==> config.mk <==
export PLATFORM = sky130hd
export DESIGN_NAME = ps2_move_decoder
export DESIGN_NICKNAME = d
export VERILOG_FILES = /design/src/rtl/frogger_pkg.sv /design/src/rtl/move_fifo.sv /design/src/rtl/ps2_move_decoder.sv
export SDC_FILE = /design/constraint.sdc
export NUM_CORES = 1
export LEC_CHECK = 0
export ABC_AREA = 1
export CAP_MARGIN = 20
export CORE_AREA = 8 8 76 78
export CTS_CLUSTER_DIAMETER = 80
export DETAILED_ROUTE_END_ITERATION = 10
export DIE_AREA = 0 0 84 86
export MAX_ROUTING_LAYER = met4
export PLACE_DENSITY = 0.7
export SETUP_SLACK_MARGIN = 0.3
export SKIP_LAST_GASP = 1
export SYNTH_ARGS = -nofsm -noshare
export SYNTH_HDL_FRONTEND = slang
export SYNTH_SLANG_ARGS = --single-unit
export TNS_END_PERCENT = 20
==> constraint.sdc <==
create_clock -name clock -period 4.25 [get_ports clock]
set_input_delay 1.0625 -clock clock [delete_from_list [all_inputs] [get_ports clock]]
set_output_delay 1.0625 -clock clock [all_outputs]
set_load 0.01 [all_outputs]
==> src/rtl/frogger_pkg.sv <==
// Shared move codes, PS/2 set-2 scancodes and decoder state type for the frog input path.
package frogger_pkg;

    localparam logic [2:0] MOVE_NONE  = 3'd0;
    localparam logic [2:0] MOVE_UP    = 3'd1;
    localparam logic [2:0] MOVE_DOWN  = 3'd2;
    localparam logic [2:0] MOVE_LEFT  = 3'd3;
    localparam logic [2:0] MOVE_RIGHT = 3'd4;
    localparam logic [2:0] MOVE_START = 3'd5;

    localparam logic [7:0] SC_EXT     = 8'hE0;
    localparam logic [7:0] SC_BRK     = 8'hF0;
    localparam logic [7:0] SC_UP      = 8'h1D;
    localparam logic [7:0] SC_DOWN    = 8'h1B;
    localparam logic [7:0] SC_LEFT    = 8'h1C;
    localparam logic [7:0] SC_RIGHT   = 8'h23;
    localparam logic [7:0] SC_START   = 8'h29;
    localparam logic [7:0] SC_X_UP    = 8'h75;
    localparam logic [7:0] SC_X_DOWN  = 8'h72;
    localparam logic [7:0] SC_X_LEFT  = 8'h6B;
    localparam logic [7:0] SC_X_RIGHT = 8'h74;

    typedef enum logic [1:0] {
        ST_IDLE    = 2'd0,
        ST_EXT     = 2'd1,
        ST_BRK     = 2'd2,
        ST_EXT_BRK = 2'd3
    } state_e;

    function automatic logic [2:0] plain_map(input logic [7:0] sc);
        case (sc)
            SC_UP:    plain_map = MOVE_UP;
            SC_DOWN:  plain_map = MOVE_DOWN;
            SC_LEFT:  plain_map = MOVE_LEFT;
            SC_RIGHT: plain_map = MOVE_RIGHT;
            SC_START: plain_map = MOVE_START;
            default:  plain_map = MOVE_NONE;
        endcase
    endfunction

    function automatic logic [2:0] ext_map(input logic [7:0] sc);
        case (sc)
            SC_X_UP:    ext_map = MOVE_UP;
            SC_X_DOWN:  ext_map = MOVE_DOWN;
            SC_X_LEFT:  ext_map = MOVE_LEFT;
            SC_X_RIGHT: ext_map = MOVE_RIGHT;
            default:    ext_map = MOVE_NONE;
        endcase
    endfunction

endpackage

==> src/rtl/move_fifo.sv <==
// Shallow move-code FIFO; a push into a full queue is accepted only when a pop frees a slot the same cycle.
module move_fifo #(
    parameter int DEPTH = 4
) (
    input  logic                     clock,
    input  logic                     reset,
    input  logic                     push,
    input  logic [2:0]               push_data,
    input  logic                     pop,
    output logic [2:0]               head,
    output logic                     full,
    output logic                     empty,
    output logic [$clog2(DEPTH):0]   count
);
    localparam int AW = $clog2(DEPTH);

    logic [2:0]    mem_q [DEPTH];
    logic [AW-1:0] wr_q, wr_d, rd_q, rd_d;
    logic [AW:0]   cnt_q, cnt_d;
    logic          do_push, do_pop;

    assign full    = (cnt_q == (AW+1)'(DEPTH));
    assign empty   = (cnt_q == '0);
    assign do_pop  = pop && !empty;
    assign do_push = push && (!full || do_pop);
    assign head    = mem_q[rd_q];
    assign count   = cnt_q;

    always_comb begin
        wr_d  = do_push ? wr_q + AW'(1) : wr_q;
        rd_d  = do_pop  ? rd_q + AW'(1) : rd_q;
        cnt_d = cnt_q;
        case ({do_push, do_pop})
            2'b10:   cnt_d = cnt_q + (AW+1)'(1);
            2'b01:   cnt_d = cnt_q - (AW+1)'(1);
            default: cnt_d = cnt_q;
        endcase
    end

    always_ff @(posedge clock) begin
        if (reset) begin
            wr_q  <= '0;
            rd_q  <= '0;
            cnt_q <= '0;
        end else begin
            wr_q  <= wr_d;
            rd_q  <= rd_d;
            cnt_q <= cnt_d;
        end
    end

    always_ff @(posedge clock) begin
        if (do_push) mem_q[wr_q] <= push_data;
    end

endmodule

==> src/rtl/ps2_move_decoder.sv <==
// PS/2 set-2 scancode parser feeding frog moves into move_fifo.
// Optional typematic-repeat filter enabled by defining PS2_MOVE_REPEAT_FILTER_EN.
module ps2_move_decoder
    import frogger_pkg::*;
#(
    parameter int DEPTH          = 4,
    parameter int TIMEOUT_CYCLES = 100000
) (
    input  logic                     clock,
    input  logic                     reset,
    input  logic                     key_pressed,
    input  logic [7:0]               key_data,
    input  logic                     move_ready,
    output logic                     move_valid,
    output logic [2:0]               move_code,
    output logic [$clog2(DEPTH):0]   move_count,
    output logic                     overflow
);
    localparam int TW = $clog2(TIMEOUT_CYCLES + 1);

    state_e        state_q, state_d;
    logic [TW-1:0] tmo_q, tmo_d;
    logic          overflow_q, overflow_d;
    logic          make;
    logic [2:0]    make_code;
    logic          emit;
    logic [2:0]    plain_code, ext_code, fifo_head;
    logic          fifo_full, fifo_empty;

    assign plain_code = plain_map(key_data);
    assign ext_code   = ext_map(key_data);

    always_comb begin
        state_d   = state_q;
        tmo_d     = '0;
        make      = 1'b0;
        make_code = MOVE_NONE;
        if (key_pressed) begin
            case (state_q)
                ST_IDLE: begin
                    if (key_data == SC_EXT)      state_d = ST_EXT;
                    else if (key_data == SC_BRK) state_d = ST_BRK;
                    else if (plain_code != MOVE_NONE) begin
                        make      = 1'b1;
                        make_code = plain_code;
                    end
                end
                ST_EXT: begin
                    if (key_data == SC_BRK)      state_d = ST_EXT_BRK;
                    else if (key_data == SC_EXT) state_d = ST_EXT;
                    else begin
                        state_d   = ST_IDLE;
                        make      = (ext_code != MOVE_NONE);
                        make_code = ext_code;
                    end
                end
                default: state_d = ST_IDLE;
            endcase
        end else if (state_q != ST_IDLE) begin
            // An abandoned prefix (e.g. lost byte) must not poison the next key.
            if (tmo_q == TW'(TIMEOUT_CYCLES)) state_d = ST_IDLE;
            else                              tmo_d   = tmo_q + TW'(1);
        end
    end

`ifdef PS2_MOVE_REPEAT_FILTER_EN
    logic [2:0] held_q, held_d;
    logic       brk;
    logic [2:0] brk_code;

    always_comb begin
        brk      = key_pressed && (state_q == ST_BRK || state_q == ST_EXT_BRK);
        brk_code = (state_q == ST_BRK) ? plain_code : ext_code;
        emit     = make && (make_code != held_q);
        held_d   = held_q;
        if (emit)                                                held_d = make_code;
        else if (brk && brk_code == held_q && held_q != MOVE_NONE) held_d = MOVE_NONE;
    end

    always_ff @(posedge clock) begin
        if (reset) held_q <= MOVE_NONE;
        else       held_q <= held_d;
    end
`else
    assign emit = make;
`endif

    assign overflow_d = overflow_q || (emit && fifo_full && !move_ready);

    always_ff @(posedge clock) begin
        if (reset) begin
            state_q    <= ST_IDLE;
            tmo_q      <= '0;
            overflow_q <= 1'b0;
        end else begin
            state_q    <= state_d;
            tmo_q      <= tmo_d;
            overflow_q <= overflow_d;
        end
    end

    move_fifo #(.DEPTH(DEPTH)) u_fifo (
        .clock     (clock),
        .reset     (reset),
        .push      (emit),
        .push_data (make_code),
        .pop       (move_ready),
        .head      (fifo_head),
        .full      (fifo_full),
        .empty     (fifo_empty),
        .count     (move_count)
    );

    assign move_valid = !fifo_empty;
    assign move_code  = fifo_empty ? MOVE_NONE : fifo_head;
    assign overflow   = overflow_q;

endmodule

* Word level (Yosys, flattened, before mapping)
Memory sizes are Yosys's and may differ from the RTL's. A register that Yosys moved wholly into a read port is not among the register bits.
Index checks and enable logic that the tools add are counted.
** Word-level totals
- Output and inout bits :: 8
- Memories kept :: 1
- Memory bits (writable) :: 12
- Word-level logic and storage cells :: 79
- Register bits after elaboration :: 27
** Memories
- u_fifo.mem_q :: words 4, width 3, rd ports 1, clocked after memory_dff 1, wr ports 1, RTL line move_fifo.sv:17 : logic [2:0] mem_q [DEPTH];
** Cells by class
- Mux-type cells :: 30
- Add/sub/neg operators :: 5
- Reductions and logical operators :: 19
- Eq/ne operators :: 17
- Bitwise operators :: 1
** Operators with widths (count)
- 8-bit by 7-bit == test with 1-bit output, second input constant :: 4
- 8-bit by 5-bit == test with 1-bit output, second input constant :: 3
- 3-bit 2-to-1 mux :: 7
- 17-bit by 1-bit adder with 17-bit output, second input constant :: 1
- 17-bit == test, second input constant :: 1
- 8-bit by 6-bit == test with 1-bit output, second input constant :: 2
- 8-bit == test, second input constant :: 2
- 2-bit 2-to-1 mux :: 8
- 3-bit case mux with 5 select lines :: 1
- 3-bit case mux with 2 select lines :: 2
- 3-bit case mux with 4 select lines :: 1
- 1-bit 2-to-1 mux :: 9
- 2-bit nonzero test :: 4
- 3-bit nonzero test :: 2
- 2-bit by 1-bit adder with 2-bit output, second input constant :: 2
- 2-bit by 1-bit == test with 1-bit output, second input constant :: 2
- 1-bit logical AND :: 4
- 4-bit inequality test, second input constant :: 1
- 2-bit case mux with 2 select lines :: 1
- 4-bit OR reduction :: 1
- 3-bit by 1-bit adder with 3-bit output, second input constant :: 1
- 3-bit == test, second input constant :: 1
- 1-bit logical NOT :: 3
- 3-bit logical NOT :: 1
- 7 further kinds :: 8

* Depth between registers and ports, before layout
- Depth after elaboration :: 11
- Depth in mapped cells :: 16

* Hierarchy
Synthesis repeated with hierarchy kept, for this count alone.
** Second synthesis, totals
- Cells, all modules :: 326
- Area total of the unflattened synthesis :: 2347.3 um^2
** By module, submodules not included
- ps2_move_decoder :: instances 1, area an instance 1387.6 um^2, cells an instance 223
- move_fifo :: instances 1, area an instance 959.7 um^2, cells an instance 103

* Worst setup path before layout
OpenSTA, ideal clock, no wires.
- Path kind :: input port to flip-flop
- Start :: input key_data[7]
- End :: register u_fifo.cnt_q[2], in the netlist u_fifo.count[2]
- Data arrival time :: 2.502 ns
- Setup time :: 0.115 ns
- Buffers on the path :: 0
- Required time :: 4.135 ns
- Path slack :: 1.633 ns
- Cell stages on the path :: 15
- Path through :: inv_1 > nand2_1 > nor2_1 > nand3_1 > nand4_1 > nand2_1 > nand2_1 > nand2_1 > nand2_1 > inv_1 > fa_1 > inv_1 > nand2_1 > a21oi_1 > nor2_1
** Between the ends
- Longest elaborated chain between the ends :: 11
** RTL lines
- start, declared :: RTL line ps2_move_decoder.sv:12 : input logic [7:0] key_data,
- 8-bit by 6-bit == test with 1-bit output or 8-bit by 5-bit == test with 1-bit output (tied branches) :: RTL line frogger_pkg.sv:31 : case (sc)
- 3-bit case mux with 5 select lines :: RTL line frogger_pkg.sv:31
- 3-bit nonzero test :: RTL line ps2_move_decoder.sv:43 : else if (plain_code != MOVE_NONE) begin
- 1-bit 2-to-1 mux :: RTL line ps2_move_decoder.sv:43
- 1-bit 2-to-1 mux :: RTL line ps2_move_decoder.sv:42 : else if (key_data == SC_BRK) state_d = ST_BRK;
- 1-bit 2-to-1 mux :: RTL line ps2_move_decoder.sv:41 : if (key_data == SC_EXT) state_d = ST_EXT;
- 1-bit case mux with 2 select lines * :: RTL line ps2_move_decoder.sv:39 : case (state_q)
- 1-bit 2-to-1 mux * :: RTL line ps2_move_decoder.sv:38 : if (key_pressed) begin
- 1-bit logical AND * :: RTL line move_fifo.sv:25 : assign do_push = push && (!full || do_pop);
- 2-bit by 1-bit == test with 1-bit output or 2-bit == test (tied branches) :: RTL line move_fifo.sv:33 : case ({do_push, do_pop})
- 3-bit case mux with 2 select lines or 2-bit nonzero test (tied branches)
- end signal, assigned :: RTL line move_fifo.sv:48 : cnt_q <= cnt_d;
- end, declared :: RTL line move_fifo.sv:19 : logic [AW:0] cnt_q, cnt_d;
Mark *: on every way between the ends. The rest lies on a longest branch, timed or not.
A chain may end at the register's enable or synchronous reset.

* Worst setup path after layout
- Start :: input key_data[4]
- End :: register u_fifo.cnt_q[2], in the netlist u_fifo.count[2]
Same word-level chain as after synthesis.

==> impl_metrics.ini <==
[job]
cap_violations = 0

[power_and_ir_drop]
p_leak_nw = 1.01
irDropWorstVdd_uv = 197
power_density_nw_per_um2 = 370

[synthesis]
synth_edf_count = 12
netlist_area_um2 = 2240
ys_ff_latch = 41
avgSynthCellArea_um2 = 7.47
synth_cell_types = 32
async_reset_ff_frac = 0
ys_warn_count = 0
synth_top_area_frac = 0.259
syn_nets = 319
synth_area_leaders = dfxtp_1, edfxtp_1, nand2_1
synthCells = 300
yosysSeqAreaShare = 0.420
yosys.area.top_type = dfxtp_1
ys.flop_type = dfxtp_1

[worst_setup_path]
critPathBufInv = 3
cpMaxStageDelayCell = clkdlybuf4s50_1
cp.arrival_ps = 3210
startpoint_type = input pin
crit_type = in -> reg
endpoint_kind = register
required_ps = 4440
cp_common_cell = nand2_1
cp_top_family = simple AND/OR/NAND/NOR gates
cp_max_fo = 4
slowest_delay_ps = 520
crit_chain = clkdlybuf4s50_1 -> nand2_1 -> nor2_1 -> nand3_1 -> nand4_1 -> nand2_1 -> nand2_1 -> nand2_1 -> nand2_1 -> inv_1 -> fa_1 -> inv_1 -> nand2_1 -> a21oi_1 -> nor2_1

[sta]
period_needed_ps = 3020
rsz0062_at_grt = no
setup_viol = 0
fmax_mhz = 331
min_period_over_period = 0.710
drv_slew = 0
tns_ps = 0
hold_viol_final = 0
slew_headroom = 0.613
worstMarginPinSlew_ps = 579
skew_ps = 4.65

[clock_tree]
htree_levels = 2
root_buffer = clkbuf_8
path_clk_slew_ps = 80
cts_hold_buf = 0
cts-buffers-inserted = 5
clock_sinks = 41
cts_tree = done
cts_resized = 0
postCtsSetupRepairBufs = 0
cts_max_path_buffers = 2
clkLatencyLatePin_ps = 290

[detailed_routing]
route.detailed.drc = 0
ant_nets = 0
via_per_inst = 5.02
drt_iter0_drc = 93
wl_per_cell_um = 11.2
vias = 1901
drtPass1Iterations = 5
wirelength_um = 4260

[outcome]
status = finished clean

[layout]
drive_gt1_frac = 0.0923
diodes = 0
final_area_um2 = 2580
nets = 343
area_growth_pct = 14.9
fillers = 433

[floorplanning]
top_level_ports = 20
die-area_um2 = 7220
placementRows = 25
core_um2 = 4600
die_h_um = 86
die_w_um = 84
start_util = 0.488

[grt]
grt_pass1_vias = 1865
grt_overflow = 0
antenna_found_initial = 0
grt_max_degree = 14
grt_pass1_wl_um = 7750
track_usage = 0.130

[placed_design]
port_buffers = 19
post-dp-hpwl_um = 3430
dpl-instance-area_um2 = 2490
place.gp.congestion = 0.871

[worst_hold_path]
hp-class = reg -> reg
cells in the mapped netlist, types with 5 or more instances:
cell and instances:
nand4_1 9, dfxtp_1 29, nand3_1 10, a21oi_1 20
nor3_2 5, o21ai_0 13, nor2_1 46, edfxtp_1 12
nand2_1 58, ha_1 6, inv_1 47
area by class of cell:
type | count | area, µm² | area share
clock buffers | 5 | 68.8 | 0.0267
multi-input cells | 206 | 1100 | 0.427
repair buffers | 19 | 190 | 0.0738
well taps | 54 | 67.6 | 0.0262
clock inverters | 3 | 17.5 | 0.00680
inverters | 51 | 191 | 0.0743
flip-flops and latches | 41 | 941 | 0.365
state kept, by name, summed over array words and instances (netlist names), named ones only:
signal,flops
u_fifo.count,3
overflow,1
tmo_q,17
u_fifo.wr_q,2
u_fifo.rd_q,2
state_q,2
u_fifo.mem_q,12
report_power, final:
group / switching (W) / internal [W] / leakage, nW
logic: 0.000132 / 0.000124 / 0.634
registers: 0.0000296 / 0.000421 / 0.333
clock network: 0.000132 / 0.000113 / 0.0439
total: 0.000294 / 0.000659 / 1.01
path summary, 6_finish.rpt:
check / startpoint / to / slack, ps / cells past startpoint
setup / recovery: key_data[4] / u_fifo.count[2] / 1230 / 15
hold reg to reg: tmo_q[0] / tmo_q[0] / 450 / 1
setup reg to reg: tmo_q[0] / tmo_q[8] / 2210 / 9
hold / removal: tmo_q[0] / tmo_q[0] / 450 / 1
metrics by stage:
| step | instances | power, W | setup WS [ps] | hold slack, ps | util |
|---|---|---|---|---|---|
| after floorplan | 300 | 0.000581 | 1630 | 417 | - |
| after global placement | 371 | 0.000710 | 1010 | 427 | 0.541 |
| after detailed placement | 371 | 0.000719 | 924 | 436 | 0.541 |
| after CTS | 379 | 0.000964 | 1240 | 452 | 0.560 |
| after global routing | 379 | 0.00101 | 1010 | 474 | 0.560 |
| final | 379 | 0.000952 | 1230 | 450 | 0.560 |
cell usage in the layout (no fill, tap or decap), types with 2 or more instances in the layout:
cell / Yosys / final
nand2_1: 58 / 58
inv_1: 47 / 47
nor2_1: 46 / 46
dfxtp_1: 29 / 29
a21oi_1: 20 / 20
clkdlybuf4s50_1: 0 / 19
o21ai_0: 13 / 13
edfxtp_1: 12 / 12
nand3_1: 10 / 10
nand4_1: 9 / 9
ha_1: 6 / 6
nor3_2: 5 / 5
clkbuf_8: 0 / 5
o21ai_1: 4 / 4
nor4_1: 4 / 4
a31oi_1: 4 / 4
inv_2: 4 / 4
nor2_4: 4 / 4
nor2_2: 3 / 3
o21a_1: 3 / 3
nor3_1: 3 / 3
xor2_1: 2 / 2
nand2_2: 2 / 2
clkinv_2: 0 / 2
layer usage:
| metal | routed length [µm] | vias up | track usage |
|---|---|---|---|
| li1 | - | 1020 | - |
| met1 | 1930 | 845 | 0.140 |
| met2 | 2100 | 30 | 0.224 |
| met3 | 182 | 6 | 0.0379 |
| met4 | 56 | 0 | 0.0440 |
| met5 | 0 | - | - |
kinds of logic after synthesis:
group	share of synthesized area
xor gates and xnor gates	0.00781
DFF	0.420
buffers and inverters	0.0898
and+or+nand+nor	0.327
AOI/OAI and AO/OA	0.113
adders and majority gates	0.0424
No activity file was read; power rests on OpenSTA's default activity.
